===== src/rtl/ps2_keyboard_cmd_pkg.sv =====
// Shared scan codes, command encodings and state types for the PS/2 keyboard
// command path.
package ps2_kbd_pkg;

    localparam logic [7:0] SC_EXT   = 8'hE0;
    localparam logic [7:0] SC_BREAK = 8'hF0;
    localparam logic [7:0] SC_A     = 8'h1C;
    localparam logic [7:0] SC_D     = 8'h23;
    localparam logic [7:0] SC_W     = 8'h1D;
    localparam logic [7:0] SC_LEFT  = 8'h6B;
    localparam logic [7:0] SC_RIGHT = 8'h74;
    localparam logic [7:0] SC_UP    = 8'h75;

    typedef enum logic [1:0] {
        CMD_IDLE   = 2'b00,
        CMD_LEFT   = 2'b01,
        CMD_RIGHT  = 2'b10,
        CMD_ROTATE = 2'b11
    } cmd_t;

    typedef enum logic [1:0] {RX_IDLE, RX_DATA, RX_PARITY, RX_STOP} rxState_t;

    typedef enum logic [1:0] {D_NORM, D_EXT, D_BRK, D_EXT_BRK} decState_t;

    // Plain and E0-prefixed codes share no game keys, so the prefix selects the table.
    function automatic cmd_t mapCode(input logic [7:0] code, input logic ext);
        cmd_t c;
        c = CMD_IDLE;
        if (ext) begin
            case (code)
                SC_LEFT:  c = CMD_LEFT;
                SC_RIGHT: c = CMD_RIGHT;
                SC_UP:    c = CMD_ROTATE;
                default:  c = CMD_IDLE;
            endcase
        end else begin
            case (code)
                SC_A:    c = CMD_LEFT;
                SC_D:    c = CMD_RIGHT;
                SC_W:    c = CMD_ROTATE;
                default: c = CMD_IDLE;
            endcase
        end
        return c;
    endfunction

endpackage


===== src/rtl/ps2_keyboard_cmd_if.sv =====
// Keyboard-side bundle: raw PS/2 pins in, game command and frame status out.
interface ps2_keyboard_cmd_if;
    logic       ps2_clk;
    logic       ps2_data;
    logic [1:0] keyboard_signal;
    logic       rx_valid;
    logic [7:0] rx_byte;
    logic       frame_err;

    modport master (
        input  ps2_clk, ps2_data,
        output keyboard_signal, rx_valid, rx_byte, frame_err
    );

    modport slave (
        output ps2_clk, ps2_data,
        input  keyboard_signal, rx_valid, rx_byte, frame_err
    );
endinterface


===== src/rtl/ps2_keyboard_cmd_rx_frame.sv =====
// PS/2 frame receiver: input synchronisers, clock glitch filter, 11-bit frame
// FSM with odd-parity check and an inter-edge timeout.
module ps2_rx_frame
    import ps2_kbd_pkg::*;
#(
    parameter int unsigned FILTER_LEN     = 8,
    parameter int unsigned TIMEOUT_CYCLES = 200000
) (
    input  logic       clk,
    input  logic       rst,
    input  logic       ps2_clk,
    input  logic       ps2_data,
    output logic       rx_valid,
    output logic [7:0] rx_byte,
    output logic       frame_err
);

    localparam int unsigned FW = (FILTER_LEN > 1) ? $clog2(FILTER_LEN) : 1;
    localparam int unsigned TW = (TIMEOUT_CYCLES > 1) ? $clog2(TIMEOUT_CYCLES) : 1;

    logic [1:0]    clkSync, dataSync;
    logic          filtClk, strobe;
    logic [FW-1:0] filtCnt;

    rxState_t      state, stateNext;
    logic [2:0]    bitCnt, bitCntNext;
    logic [7:0]    shiftReg, shiftNext;
    logic          parityBit, parityNext;
    logic [TW-1:0] toCnt;
    logic          validNext, errNext, timeoutHit, dataBit;

    assign dataBit = dataSync[1];

    // The filtered clock only follows after FILTER_LEN consecutive differing samples.
    always_ff @(posedge clk) begin
        if (rst) begin
            clkSync  <= '1;
            dataSync <= '1;
            filtClk  <= 1'b1;
            filtCnt  <= '0;
            strobe   <= 1'b0;
        end else begin
            clkSync  <= {clkSync[0], ps2_clk};
            dataSync <= {dataSync[0], ps2_data};
            strobe   <= 1'b0;
            if (clkSync[1] == filtClk) begin
                filtCnt <= '0;
            end else if (filtCnt == FW'(FILTER_LEN - 1)) begin
                filtClk <= clkSync[1];
                filtCnt <= '0;
                strobe  <= filtClk;
            end else begin
                filtCnt <= filtCnt + 1'b1;
            end
        end
    end

    assign timeoutHit = (state != RX_IDLE) && !strobe && (toCnt == TW'(TIMEOUT_CYCLES - 1));

    always_comb begin
        stateNext  = state;
        bitCntNext = bitCnt;
        shiftNext  = shiftReg;
        parityNext = parityBit;
        validNext  = 1'b0;
        errNext    = 1'b0;
        if (timeoutHit) begin
            errNext   = 1'b1;
            stateNext = RX_IDLE;
        end else if (strobe) begin
            case (state)
                RX_IDLE: begin
                    if (!dataBit) begin
                        stateNext  = RX_DATA;
                        bitCntNext = '0;
                    end else begin
                        errNext = 1'b1;
                    end
                end
                RX_DATA: begin
                    shiftNext  = {dataBit, shiftReg[7:1]};
                    bitCntNext = bitCnt + 3'd1;
                    if (bitCnt == 3'd7) stateNext = RX_PARITY;
                end
                RX_PARITY: begin
                    parityNext = dataBit;
                    stateNext  = RX_STOP;
                end
                RX_STOP: begin
                    if (dataBit && (^{shiftReg, parityBit})) validNext = 1'b1;
                    else                                     errNext   = 1'b1;
                    stateNext = RX_IDLE;
                end
                default: stateNext = RX_IDLE;
            endcase
        end
    end

    always_ff @(posedge clk) begin
        if (rst) begin
            state     <= RX_IDLE;
            bitCnt    <= '0;
            shiftReg  <= '0;
            parityBit <= 1'b0;
            toCnt     <= '0;
            rx_valid  <= 1'b0;
            rx_byte   <= '0;
            frame_err <= 1'b0;
        end else begin
            state     <= stateNext;
            bitCnt    <= bitCntNext;
            shiftReg  <= shiftNext;
            parityBit <= parityNext;
            rx_valid  <= validNext;
            frame_err <= errNext;
            if (validNext) rx_byte <= shiftReg;
            if (state == RX_IDLE || strobe || timeoutHit) toCnt <= '0;
            else                                          toCnt <= toCnt + 1'b1;
        end
    end

endmodule


===== src/rtl/ps2_keyboard_cmd.sv =====
// Keyboard command front end: turns PS/2 make/break sequences into single-cycle
// game command pulses, suppressing typematic repeats unless REPEAT_EN is set.
module ps2_keyboard_cmd
    import ps2_kbd_pkg::*;
#(
    parameter int unsigned FILTER_LEN     = 8,
    parameter int unsigned TIMEOUT_CYCLES = 200000,
    parameter bit          REPEAT_EN      = 1'b0
) (
    input logic               clk,
    input logic               rst,
    ps2_keyboard_cmd_if.master kbd
);

    logic       rxValid, frameErr;
    logic [7:0] rxByte;

    ps2_rx_frame #(
        .FILTER_LEN    (FILTER_LEN),
        .TIMEOUT_CYCLES(TIMEOUT_CYCLES)
    ) u_rx (
        .clk      (clk),
        .rst      (rst),
        .ps2_clk  (kbd.ps2_clk),
        .ps2_data (kbd.ps2_data),
        .rx_valid (rxValid),
        .rx_byte  (rxByte),
        .frame_err(frameErr)
    );

    decState_t decState, decNext;
    cmd_t      held, heldNext, pulse, pulseNext, code;
    logic      isBreak;

    assign isBreak = (decState == D_BRK) || (decState == D_EXT_BRK);
    assign code    = mapCode(rxByte, (decState == D_EXT) || (decState == D_EXT_BRK));

    always_comb begin
        decNext   = decState;
        heldNext  = held;
        pulseNext = CMD_IDLE;
        if (frameErr) begin
            decNext = D_NORM;
        end else if (rxValid) begin
            if (rxByte == SC_EXT && decState == D_NORM) begin
                decNext = D_EXT;
            end else if (rxByte == SC_BREAK && decState == D_NORM) begin
                decNext = D_BRK;
            end else if (rxByte == SC_BREAK && decState == D_EXT) begin
                decNext = D_EXT_BRK;
            end else begin
                decNext = D_NORM;
                if (!isBreak) begin
                    if (code != CMD_IDLE) begin
                        if (held != code || REPEAT_EN) pulseNext = code;
                        heldNext = code;
                    end
                end else if (code != CMD_IDLE && code == held) begin
                    heldNext = CMD_IDLE;
                end
            end
        end
    end

    always_ff @(posedge clk) begin
        if (rst) begin
            decState <= D_NORM;
            held     <= CMD_IDLE;
            pulse    <= CMD_IDLE;
        end else begin
            decState <= decNext;
            held     <= heldNext;
            pulse    <= pulseNext;
        end
    end

    assign kbd.keyboard_signal = pulse;
    assign kbd.rx_valid        = rxValid;
    assign kbd.rx_byte         = rxByte;
    assign kbd.frame_err       = frameErr;

endmodule


===== src/flat_wrapper.sv =====
// flat-port wrapper written by rule: the top's interface ports become plain ports
module ps2_keyboard_cmd_flat import ps2_kbd_pkg::*;
#(
    parameter int unsigned FILTER_LEN     = 8,
    parameter int unsigned TIMEOUT_CYCLES = 200000,
    parameter bit          REPEAT_EN      = 1'b0
)
  (clk, rst, kbd_ps2_clk, kbd_ps2_data, kbd_keyboard_signal, kbd_rx_valid, kbd_rx_byte, kbd_frame_err);
  ps2_keyboard_cmd_if kbd_i ();
  input logic clk;
  input logic rst;
  input wire logic [$bits(kbd_i.ps2_clk)-1:0] kbd_ps2_clk;
  input wire logic [$bits(kbd_i.ps2_data)-1:0] kbd_ps2_data;
  output wire logic [$bits(kbd_i.keyboard_signal)-1:0] kbd_keyboard_signal;
  output wire logic [$bits(kbd_i.rx_valid)-1:0] kbd_rx_valid;
  output wire logic [$bits(kbd_i.rx_byte)-1:0] kbd_rx_byte;
  output wire logic [$bits(kbd_i.frame_err)-1:0] kbd_frame_err;
  assign kbd_i.ps2_clk = kbd_ps2_clk;
  assign kbd_i.ps2_data = kbd_ps2_data;
  assign kbd_keyboard_signal = kbd_i.keyboard_signal;
  assign kbd_rx_valid = kbd_i.rx_valid;
  assign kbd_rx_byte = kbd_i.rx_byte;
  assign kbd_frame_err = kbd_i.frame_err;
  ps2_keyboard_cmd #(.FILTER_LEN(FILTER_LEN), .TIMEOUT_CYCLES(TIMEOUT_CYCLES), .REPEAT_EN(REPEAT_EN)) u_core (.clk(clk), .rst(rst), .kbd(kbd_i));
endmodule

===== config.mk =====
export PLATFORM = sky130hd
export DESIGN_NAME = ps2_keyboard_cmd_flat
export DESIGN_NICKNAME = d
export VERILOG_FILES = /design/src/rtl/ps2_keyboard_cmd_pkg.sv /design/src/rtl/ps2_keyboard_cmd_if.sv /design/src/rtl/ps2_keyboard_cmd_rx_frame.sv /design/src/rtl/ps2_keyboard_cmd.sv /design/src/flat_wrapper.sv
export SDC_FILE = /design/constraint.sdc
export NUM_CORES = 1
export LEC_CHECK = 0
export ABC_AREA = 1
export CORE_MARGIN = 5
export CORE_UTILIZATION = 50
export DETAILED_ROUTE_END_ITERATION = 16
export GPL_TIMING_DRIVEN = 0
export PLACE_DENSITY = 0.67
export SLEW_MARGIN = 15
export SYNTH_ARGS = -nofsm -noshare
export SYNTH_HDL_FRONTEND = slang
export SYNTH_SLANG_ARGS = --single-unit

===== constraint.sdc =====
create_clock -name clk -period 2.5 [get_ports clk]
set_input_delay 0.375 -clock clk [delete_from_list [all_inputs] [get_ports clk]]
set_output_delay 0.375 -clock clk [all_outputs]
set_load 0.005 [all_outputs]

### Word level (Yosys, flattened, before mapping)

Cells that the tools add are included.

* bits in latches: 0
* word-level logic and storage cells: 106
* bits in read-only memories: 0
* bits of input ports: 4
* output and inout port bits: 12
* memories kept: 0
* register bits: 57
* RAM bits: 0

* shifts and indexed selects: 0
* multiplexer cells: 23
* equal/unequal tests: 23
* bitwise gates (word level): 10
* magnitude comparators: 0
* $add $sub $neg: 3
* div/mod/pow operators: 0
* $mul: 0
* reductions and logical operators: 31

Operators by type and width (count)
* 8-bit by 7-bit == test with 1-bit output, second input constant: 3
* 18-bit by 1-bit adder with 18-bit output, second input constant: 1
* 18-bit == test, second input constant: 1
* 2-bit two-way mux: 9
* 8-bit by 5-bit == test with 1-bit output, second input constant: 2
* 8-bit == test, second input constant: 2
* 2-bit one-hot mux with 3 select lines: 2
* 1-bit inverter: 10
* 3-bit AND reduction: 3
* 9-bit OR reduction: 1
* 9-bit XOR reduction: 1
* 2-bit == test, second input constant: 4
* 8-bit by 6-bit == test with 1-bit output, second input constant: 1
* 1-bit two-way mux: 8
* 2-bit one-hot mux with 4 select lines: 1
* 2-bit nonzero test: 4
* 1-bit logical AND: 7
* 7-bit AND reduction: 1
* 3-bit by 1-bit adder with 3-bit output, second input constant: 2
* 3-bit == test, second input constant: 2
* 2-bit != test, second input constant: 3
* 3-bit one-hot mux with 2 select lines: 1
* 2-bit OR reduction: 3
* 3-bit OR reduction: 2
* other kinds (11): 16

### Depth between registers and ports, before layout

* word-level depth: 7
* gate-level depth with buffers: 14
* gate-level depth less buffers: 14

### Modules after synthesis

Synthesis repeated with hierarchy kept, for this count alone.

* cell total of the unflattened synthesis: 392
* area total of the unflattened synthesis: 2793.9 sq um

Modules (own cells, without submodules)
* ps2_rx_frame: cells each 299, area an instance 2304.7 sq um, times used 1, seq. area each 1021.0 sq um
* ps2_keyboard_cmd: cells each 93, area an instance 489.2 sq um, times used 1, seq. area each 120.1 sq um

### Least setup slack after synthesis

No wires, ideal clock.

* path kind: flip-flop to flip-flop
* start point: register u_core.u_rx.state[0]
* end point: register u_core.u_rx.toCnt[2]
* arrival: 1.461 ns
* clock period less this slack: 1.539 ns
* stages on the path, launching flop included: 9
* setup time: 0.078 ns
* slack: 0.961 ns
* data required time: 2.422 ns
* buffers on the path: 1
* cell sequence: dfxtp_1 inv_1 ha_1 nor2_1 inv_1 nor3_2 inv_2 buf_2 nor3_1

* longest elaborated chain between the ends: 5
* elaborated cells on any way between the ends: 7
* those cells by class: 7 x reduce/logical

RTL lines
* start: declaration: line ps2_keyboard_cmd_rx_frame.sv:25 `rxState_t state, stateNext;`
* start signal: assignment: line ps2_keyboard_cmd_rx_frame.sv:110 `state <= stateNext;`
* 2-bit nonzero test: line ps2_keyboard_cmd_rx_frame.sv:58 `assign timeoutHit = (state != RX_IDLE) && !strobe && (toCnt == TW'(TIMEOUT_CYCLES - 1));`
* 1-bit logical AND (2 in a row): line ps2_keyboard_cmd_rx_frame.sv:58
* 1-bit logical OR (*): line ps2_keyboard_cmd_rx_frame.sv:117 `if (state == RX_IDLE || strobe || timeoutHit) toCnt <= '0;`
* 2-bit OR reduction (no source line) (*)
* end signal: assignment: line ps2_keyboard_cmd_rx_frame.sv:118 `else toCnt <= toCnt + 1'b1;`
* end: declaration: line ps2_keyboard_cmd_rx_frame.sv:29 `logic [TW-1:0] toCnt;`

Mark *: on every way between the ends. The rest lies on a longest branch, timed or not.
A chain may end at the register's enable or synchronous reset.

### Worst setup path after layout

Same ends and word-level chain as after synthesis.

==> flow_summary.ini <==
[outcome]
outcome = complete, no violations

[routing]
viasPerCell = 4.851
ant_nets = 0
first_pass_iters = 4
post_drt_wl_per_cell_um = 10.58
vias = 2411
drt-initial-drc-count = 136
drt_drc_violations_left = 0
finalWirelength_mm = 5.260

[synth]
yosysUniqueCellTypes = 28
syn_avg_cell_area_um2 = 6.932
synthesis.nets = 407
synth_cells = 394
synth-seq-cells = 57
yosysSeqAreaShare_pct = 41.78
ys_warn_count = 0
netlist_area_um2 = 2731

[timing]
setup_slack_ns = 0.6450
maxClockFrequency_mhz = 539.1
drv_slew = 0
grt_setup_unrepaired = false
tns_ns = 0
fin_crit_ns = 1.855
min_period_over_period_pct = 74.20
setup_viol = 0
hold_viol_final = 0
tightest_slew_ns = 0.5214
max_slew_margin_pct = 65.05
skew_ns = 0.004834

[run]
cap_violations = 0

[floorplan]
initial_utilization_pct = 50.53
fp-row-count = 27
io_pins = 16
dieArea_um2 = 7041
core_area_um2 = 5405
die_width_um = 83.91
die_h_um = 83.91

[power_and_ir_drop]
internal_power_mw = 1.508
seqPwrFrac_pct = 48.4
switchingPower_mw = 0.3810
swShare_pct = 20.17
p_per_area_nw_per_um2 = 591.8
power.leakage_nw = 1.367
power_mw = 1.889
clock_power_share_pct = 50.3
p_comb_share_pct = 1.3
vdd_drop_max_v = 0.0004498

[placement]
portBuffers = 15
hpwl_mm = 3.893
place_ws_ns = 0.6268
post-place-cells = 481
gp_congestion = 0.8255
place_area_um2 = 2972

[clocking]
clock_latency_ns = 0.34
cts_root_buf = clkbuf_8
clockBufferDepth = 2
cts_inserted_buffers = 9
clk_pin_slew_worst_paths_ns = 0.06
clock_sinks = 57
cts_hold_buf = 0
ctsResizeCount = 0
cts_tree = built
postCtsSetupBuffers = 0
htreeDepth = 3

[finish]
fill_cells = 527
nNetsFinal = 433
stdcell_area_um2 = 3192
layout-drive-gt1-share_pct = 8.941
area_delta_synth_final_pct = 16.86
multi_input_area_um2 = 1338
final_cells = 497
diodes = 0
seqCellArea_um2 = 1141

[worst_hold_path]
worstHoldPathCells = 1
holdPathEnd = u_core.u_rx.clkSync[1]
hold_path_startpoint = u_core.u_rx.clkSync[0]
hp-class = flip-flop to flip-flop

[grt]
grt_pass1_vias = 2269
antenna_found_initial = 0
grt_pass1_wl_mm = 9.411
groute.usage.overall_pct = 16.33
overflow = 0
grt_max_degree = 11

[setup_path]
rrSetupSlack_ns = 0.64
critPathRequiredTime_ns = 2.76
critPathArrivalTime_ns = 2.11
crit_start = u_core.u_rx.state[0]
r2r_end = u_core.u_rx.toCnt[2]
r2r_start = u_core.u_rx.state[0]
critPathCaptureType = flip-flop
crit_fanout = 10
worstSetupPathType = flip-flop to flip-flop
reg2reg_depth = 8
crit_path_start_kind = flip-flop
worst max-delay path: stages, from the launching register on:
cell and delay [ns]:
dfxtp_1 0.39, inv_1 0.08, ha_1 0.24, nor2_1 0.14, inv_1 0.06, nor3_2 0.45, inv_2 0.06, buf_2 0.20
nor3_1 0.15
sequential cells by signal (all words and copies together) (netlist names), 3 cells and up:
name                  cells
u_core.u_rx.toCnt        18
u_core.u_rx.rx_byte       8
u_core.u_rx.shiftReg      8
u_core.u_rx.bitCnt        3
u_core.u_rx.filtCnt       3
cells by family (layout without fill, tap and decap cells):
kind of cell	Yosys count	count (layout)	synth area share [%]
simple gates	212	212	33.58
buf+inv	64	95	9.253
flops	57	57	41.78
compound gates	43	43	8.108
fa+ha+maj	9	9	4.123
xor+xnor	9	9	3.161
power groups by stage:
stage	sequential, mW	clock (mW)	combinational (mW)
after floorplan	0.934	0	0.0143
after global placement	0.934	0	0.0240
after detailed placement	0.934	0	0.0240
after CTS	0.914	0.971	0.0242
after global routing	0.914	1.01	0.0276
final	0.914	0.951	0.0242
synthesized netlist by cell type:
cell type | instances | area [um2]
or2_1 | 2 | 12.51
ha_1 | 9 | 112.6
o21ai_0 | 18 | 90.09
nand3_4 | 1 | 17.52
xor2_1 | 4 | 35.03
inv_2 | 9 | 33.78
xor2_2 | 1 | 16.27
buf_6 | 1 | 11.26
a21oi_1 | 23 | 115.1
o21bai_1 | 1 | 7.510
inv_1 | 50 | 187.7
nand2_2 | 3 | 18.77
nor3_1 | 9 | 45.04
xnor2_1 | 4 | 35.03
nand4_1 | 7 | 43.79
buf_2 | 1 | 5.000
nor4_1 | 1 | 6.260
or2_2 | 4 | 25.02
a221oi_1 | 1 | 8.760
buf_4 | 1 | 7.510
nand2_1 | 101 | 379.1
nand3_1 | 24 | 120.1
dfxtp_1 | 57 | 1141
nor2_1 | 55 | 206.5
nand3b_1 | 1 | 7.510
clkbuf_1 | 2 | 7.510
nor3_2 | 2 | 20.02
nor3b_1 | 2 | 15.01
cells in the final DEF (no fill, tap or decap), drive strengths merged:
| cell type | n |
|---|---|
| a21oi | 23 |
| a221oi | 1 |
| buf | 3 |
| bufinv | 2 |
| clkbuf | 13 |
| clkdlybuf4s50 | 15 |
| clkinv | 3 |
| dfxtp | 57 |
| ha | 9 |
| inv | 59 |
| nand2 | 104 |
| nand3 | 25 |
| nand3b | 1 |
| nand4 | 7 |
| nor2 | 55 |
| nor3 | 11 |
| nor3b | 2 |
| nor4 | 1 |
| o21ai | 18 |
| o21bai | 1 |
| or2 | 6 |
| xnor2 | 4 |
| xor2 | 5 |
layer usage:
| metal | vias to the layer above | routed length [um] | global-route usage (%) |
|---|---|---|---|
| met2 | 39 | 2509 | 28.71 |
| met1 | 1069 | 2397 | 18.13 |
| li1 | 1291 | - | - |
| met5 | - | 0 | 0 |
| met3 | 12 | 217 | 3.356 |
| met4 | 0 | 136 | 9.357 |
how the worst max path moves through the flow:
| stage | end | slack, ns | cells past startpoint |
|---|---|---|---|
| floorplan | u_core.u_rx.toCnt[2] | 0.96 | 8 |
| detailed placement | u_core.u_rx.toCnt[2] | 0.63 | 11 |
| finish | u_core.u_rx.toCnt[2] | 0.64 | 8 |
| global route | u_core.u_rx.toCnt[2] | 0.41 | 8 |
| CTS | u_core.u_rx.toCnt[2] | 0.60 | 11 |
| global placement | u_core.u_rx.toCnt[2] | 0.68 | 11 |
layout make-up:
type,instances,area share (%)
Tap cell,72,2.822
Inverter,59,6.938
Buffer,5,0.9800
Timing Repair Buffer,15,4.704
Multi-Input combinational cell,273,41.91
Sequential cell,57,35.75
Clock inverter,5,2.470
Clock buffer,11,4.430
per-stage QoR:
stage               util (%)  hold WS, ns
floorplan                  -       0.3895
global placement       54.98       0.3938
detailed placement     54.98       0.4038
CTS                    59.05       0.4194
global route           59.05       0.4282
finish                 59.05       0.4136
(Power assumes the default switching activity.)
